## config.mk

```make
export PLATFORM = sky130hd
export DESIGN_NAME = vga_sync_gen
export DESIGN_NICKNAME = d
export VERILOG_FILES = /design/src/rtl/vga_sync_gen.sv
export SDC_FILE = /design/constraint.sdc
export NUM_CORES = 1
export LEC_CHECK = 0
export ABC_AREA = 0
export BUFFER_PORTS_ARGS = -buffer_cell sky130_fd_sc_hd__buf_2
export CAP_MARGIN = 0
export CORE_MARGIN = 2
export CORE_UTILIZATION = 40
export DETAILED_ROUTE_END_ITERATION = 8
export PLACE_DENSITY = 0.69
export SLEW_MARGIN = 10
export SYNTH_ARGS = -nofsm -noshare
export SYNTH_HDL_FRONTEND = slang
export SYNTH_SLANG_ARGS = --single-unit
```

## constraint.sdc

```tcl
create_clock -name CLK_in -period 3.6 [get_ports CLK_in]
set_input_delay 0.18 -clock CLK_in [delete_from_list [all_inputs] [get_ports CLK_in]]
set_output_delay 0.18 -clock CLK_in [all_outputs]
set_load 0.02 [all_outputs]
```

## src/rtl/vga_sync_gen.sv

```systemverilog
// 640x480@60 VGA timing generator: pixel/line counters advanced by a pixel-enable tick,
// with registered sync, blanking and line/frame start pulses.
module vga_sync_gen #(
   parameter int unsigned H_ACTIVE = 640,
   parameter int unsigned H_FP     = 16,
   parameter int unsigned H_SYNC   = 96,
   parameter int unsigned H_BP     = 48,
   parameter int unsigned V_ACTIVE = 480,
   parameter int unsigned V_FP     = 10,
   parameter int unsigned V_SYNC   = 2,
   parameter int unsigned V_BP     = 33,
   parameter bit          SYNC_POL = 1'b0
) (
   input  logic       CLK_in,
   input  logic       reset,
   input  logic       pix_tick,
   output logic       hsync,
   output logic       vsync,
   output logic       video_on,
   output logic [9:0] pixel_x,
   output logic [9:0] pixel_y,
   output logic       line_start,
   output logic       frame_start
);

   localparam int unsigned HTotal = H_ACTIVE + H_FP + H_SYNC + H_BP;
   localparam int unsigned VTotal = V_ACTIVE + V_FP + V_SYNC + V_BP;

   localparam logic [9:0]  HLast    = 10'(HTotal - 1);
   localparam logic [9:0]  VLast    = 10'(VTotal - 1);
   // 11-bit bounds so an active width of exactly 1024 still compares correctly
   localparam logic [10:0] HAct     = 11'(H_ACTIVE);
   localparam logic [10:0] HSyncBeg = 11'(H_ACTIVE + H_FP);
   localparam logic [10:0] HSyncEnd = 11'(H_ACTIVE + H_FP + H_SYNC);
   localparam logic [10:0] VAct     = 11'(V_ACTIVE);
   localparam logic [10:0] VSyncBeg = 11'(V_ACTIVE + V_FP);
   localparam logic [10:0] VSyncEnd = 11'(V_ACTIVE + V_FP + V_SYNC);

   logic [9:0]  x_d, y_d;
   logic [10:0] x_ext, y_ext;
   logic        hsync_d, vsync_d, video_on_d, line_start_d, frame_start_d;

   always_comb begin
      x_d = pixel_x;
      y_d = pixel_y;
      if (pix_tick) begin
         if (pixel_x == HLast) begin
            x_d = '0;
            y_d = (pixel_y == VLast) ? '0 : pixel_y + 10'd1;
         end else begin
            x_d = pixel_x + 10'd1;
         end
      end
   end

   // Levels come from the next position so they line up with the counters they accompany
   assign x_ext = {1'b0, x_d};
   assign y_ext = {1'b0, y_d};

   always_comb begin
      video_on_d    = (x_ext < HAct) && (y_ext < VAct);
      hsync_d       = ((x_ext >= HSyncBeg) && (x_ext < HSyncEnd)) ? SYNC_POL : ~SYNC_POL;
      vsync_d       = ((y_ext >= VSyncBeg) && (y_ext < VSyncEnd)) ? SYNC_POL : ~SYNC_POL;
      line_start_d  = pix_tick && (x_d == '0);
      frame_start_d = line_start_d && (y_d == '0);
   end

   // Reset parks on the last position so the first tick opens a complete frame
   always_ff @(posedge CLK_in or posedge reset) begin
      if (reset) begin
         pixel_x     <= HLast;
         pixel_y     <= VLast;
         hsync       <= ~SYNC_POL;
         vsync       <= ~SYNC_POL;
         video_on    <= 1'b0;
         line_start  <= 1'b0;
         frame_start <= 1'b0;
      end else begin
         pixel_x     <= x_d;
         pixel_y     <= y_d;
         hsync       <= hsync_d;
         vsync       <= vsync_d;
         video_on    <= video_on_d;
         line_start  <= line_start_d;
         frame_start <= frame_start_d;
      end
   end

endmodule
```

==> flow_summary.ini <==
[outcome]
status = completed

[layout]
drive_above_1_share_pct = 25.3
final_cell_count_no_fill = 248
nets = 205
antenna_cells = 0
syn2layout_area_growth_pct = 12.0

[critical_path]
required_ns = 3.79
path_class = flip-flop to flip-flop
worstPathCellList = ha_1, nand3_1, nor3_2, nand4_1, xnor2_1, o2111ai_1, nor4_2
reg2regPathDepth = 7
start_kind = flip-flop
cp_top_family = simple AND/OR/NAND/NOR gates
setup.worst_path.end_class = flip-flop
path_buf_inv = 0
rr_endpoint = frame_start$_DFF_PP0_
slowest_stage = dfstp_2
worstReg2RegStart = pixel_x[0]$_DFF_PP1_
path_max_fanout = 10
critPathMaxStageDelay_ns = 0.59
arrival_ns = 2.77
r2r_slack_ns = 1.02

[global_route]
grt_pass1_vias = 1223
grt_max_degree = 26
grt_usage_pct = 17.2
overflow = 0
grt_pass1_wl_um = 5950
antenna_found_initial = 0

[timing]
fin_crit_sh_pct = 71.7
fmax_ghz = 0.387
hold_violations = 0
skew_ns = 0.00151
grt_setup_unrepaired = false
slew_headroom_pct = 37.3
finalMaxSlewViolations = 0
hold_slack_ns = 0.0977
tightest_slew_ns = 0.939
setup-violations-final = 0
finalSetupTns_ns = 0
final.min_clock_period_ns = 2.58

[logic_synthesis]
ys_ff_latch = 25
ys_types = 47
synth_area_um2 = 1610
synth-edff-count = 0
synth_top_area_share_pct = 20.2
yosysTopAreaCell = dfrtp_1
ys_async_sr_fraction_pct = 100
ys_top_cells_by_count = nand2_1, dfrtp_1, dfstp_2, xnor2_1
syn_avg_cell_area_um2 = 9.00
syn_inst = 179
synthMostInstantiatedCell = nand2_1
yosys_warnings = 0
seq_area_frac_synth_pct = 39.8
postSynth.topFlopCell = dfrtp_1
synth_area_leaders = dfrtp_1, dfstp_2, xnor2_1
postSynthNetCount = 185

[clock_network]
insertion_delay_ns = 0.27
post_cts_buffers = 0
cts.sinks = 25
clockBufferDepth = 2
root_buffer = clkbuf_8
cts_buffers = 3
htree_num_levels = 1
cts_resized = 0
cts_hold_buf = 0
cts_tree = done
cts.reportedPaths.clkPinSlew_ns = 0.09

[pwr]
power.density_nw_per_um2 = 492
ir_drop_mv = 0.265
leakage_nw = 0.729
power_mw = 0.888

[placed_design]
place_hpwl_um = 2580
placed_cells = 244
port_buffers = 27
gp_congestion = 0.822

[flow_run]
max-cap-violations = 0

[detailed_routing]
first_pass_iters = 4
antenna_left = 0
via_per_inst = 5.54
vias = 1375
route.detailed.drc = 0
wl_per_cell_um = 14.0
drtIter0Drc = 96
wirelength_um = 3480

[die]
die_h_um = 67.5
core_um2 = 3940
rows = 23
pin_count = 28
die_x_um = 67.5
dieArea_um2 = 4550
initial_core_util_pct = 40.9

[min_path]
hold_path_class = input port to async pin
## cells by family after synthesis
logic type,after synthesis,share of synthesized area [%]
DFF,25,39.8
and+or+nand+nor,82,29.7
xor gates and xnor gates,15,8.15
adders and majority gates,3,2.33
muxes,2,1.24
buffers and inverters,22,5.82
AOI/OAI and AO/OA,30,13.0
## where the power goes
part	leakage (nW)	switching [mW]	internal, mW
clock network	0.0217	0.0951	0.0786
logic	0.428	0.161	0.120
registers	0.280	0.0899	0.344
## per-stage QoR
stage | utilization [%] | cell area [um^2] | setup slack [ns]
after floorplan | - | 1610 | 1.32
after global placement | 44.6 | 1760 | 1.18
after detailed placement | 44.6 | 1760 | 1.09
after CTS | 45.8 | 1810 | 1.05
after global routing | 45.8 | 1810 | 0.763
final | 45.8 | 1810 | 1.02
## how the worst max path moves through the flow
stage	start	to	slack (ns)	cells after the start
2_1_floorplan	pixel_x[0]$_DFF_PP1_	frame_start$_DFF_PP0_	1.32	7
3_3_place_gp	pixel_x[0]$_DFF_PP1_	frame_start$_DFF_PP0_	1.18	7
3_5_place_dp	pixel_x[0]$_DFF_PP1_	frame_start$_DFF_PP0_	1.09	7
4_1_cts	pixel_x[0]$_DFF_PP1_	frame_start$_DFF_PP0_	1.05	7
5_1_grt	pixel_x[0]$_DFF_PP1_	video_on$_DFF_PP0_	0.76	7
6_report	pixel_x[0]$_DFF_PP1_	frame_start$_DFF_PP0_	1.02	7
## cells in the final DEF, fill, tap and decap left out, drive strengths merged, types with 5 or more instances in the layout
cell / n
nand3: 10
nor4: 6
dfrtp: 13
dfstp: 12
nand4: 7
xnor2: 12
nor2: 13
buf: 28
o21ai: 11
inv: 9
nand2b: 5
nor3: 5
nand2: 15
## area by class of cell
type                            instances  area [um^2]
Sequential cell                        25          641
Fill cell                             379         2140
Multi-Input combinational cell        132          877
Tap cell                               50         62.6
Timing Repair Buffer                   28          143
Inverter                                9         33.8
Clock inverter                          1         7.51
Clock buffer                            3         41.3
## registers in the layout, summed over array words and instances (netlist names)
signal,flops
video_on,1
line_start,1
pixel_x,10
frame_start,1
vsync,1
pixel_y,10
hsync,1
## per-layer routing
metal,track usage (%),wire (um)
met1,27.1,1730
met2,23.4,1500
met3,3.00,211
met4,5.61,36
met5,0,0
## worst reg2reg max path, stage by stage, from the launching register on
cell	delay, ns
dfstp_2	0.59
ha_1	0.24
nand3_1	0.21
nor3_2	0.57
nand4_1	0.18
xnor2_1	0.25
o2111ai_1	0.19
nor4_2	0.26
No activity file was read; power rests on OpenSTA's default activity.
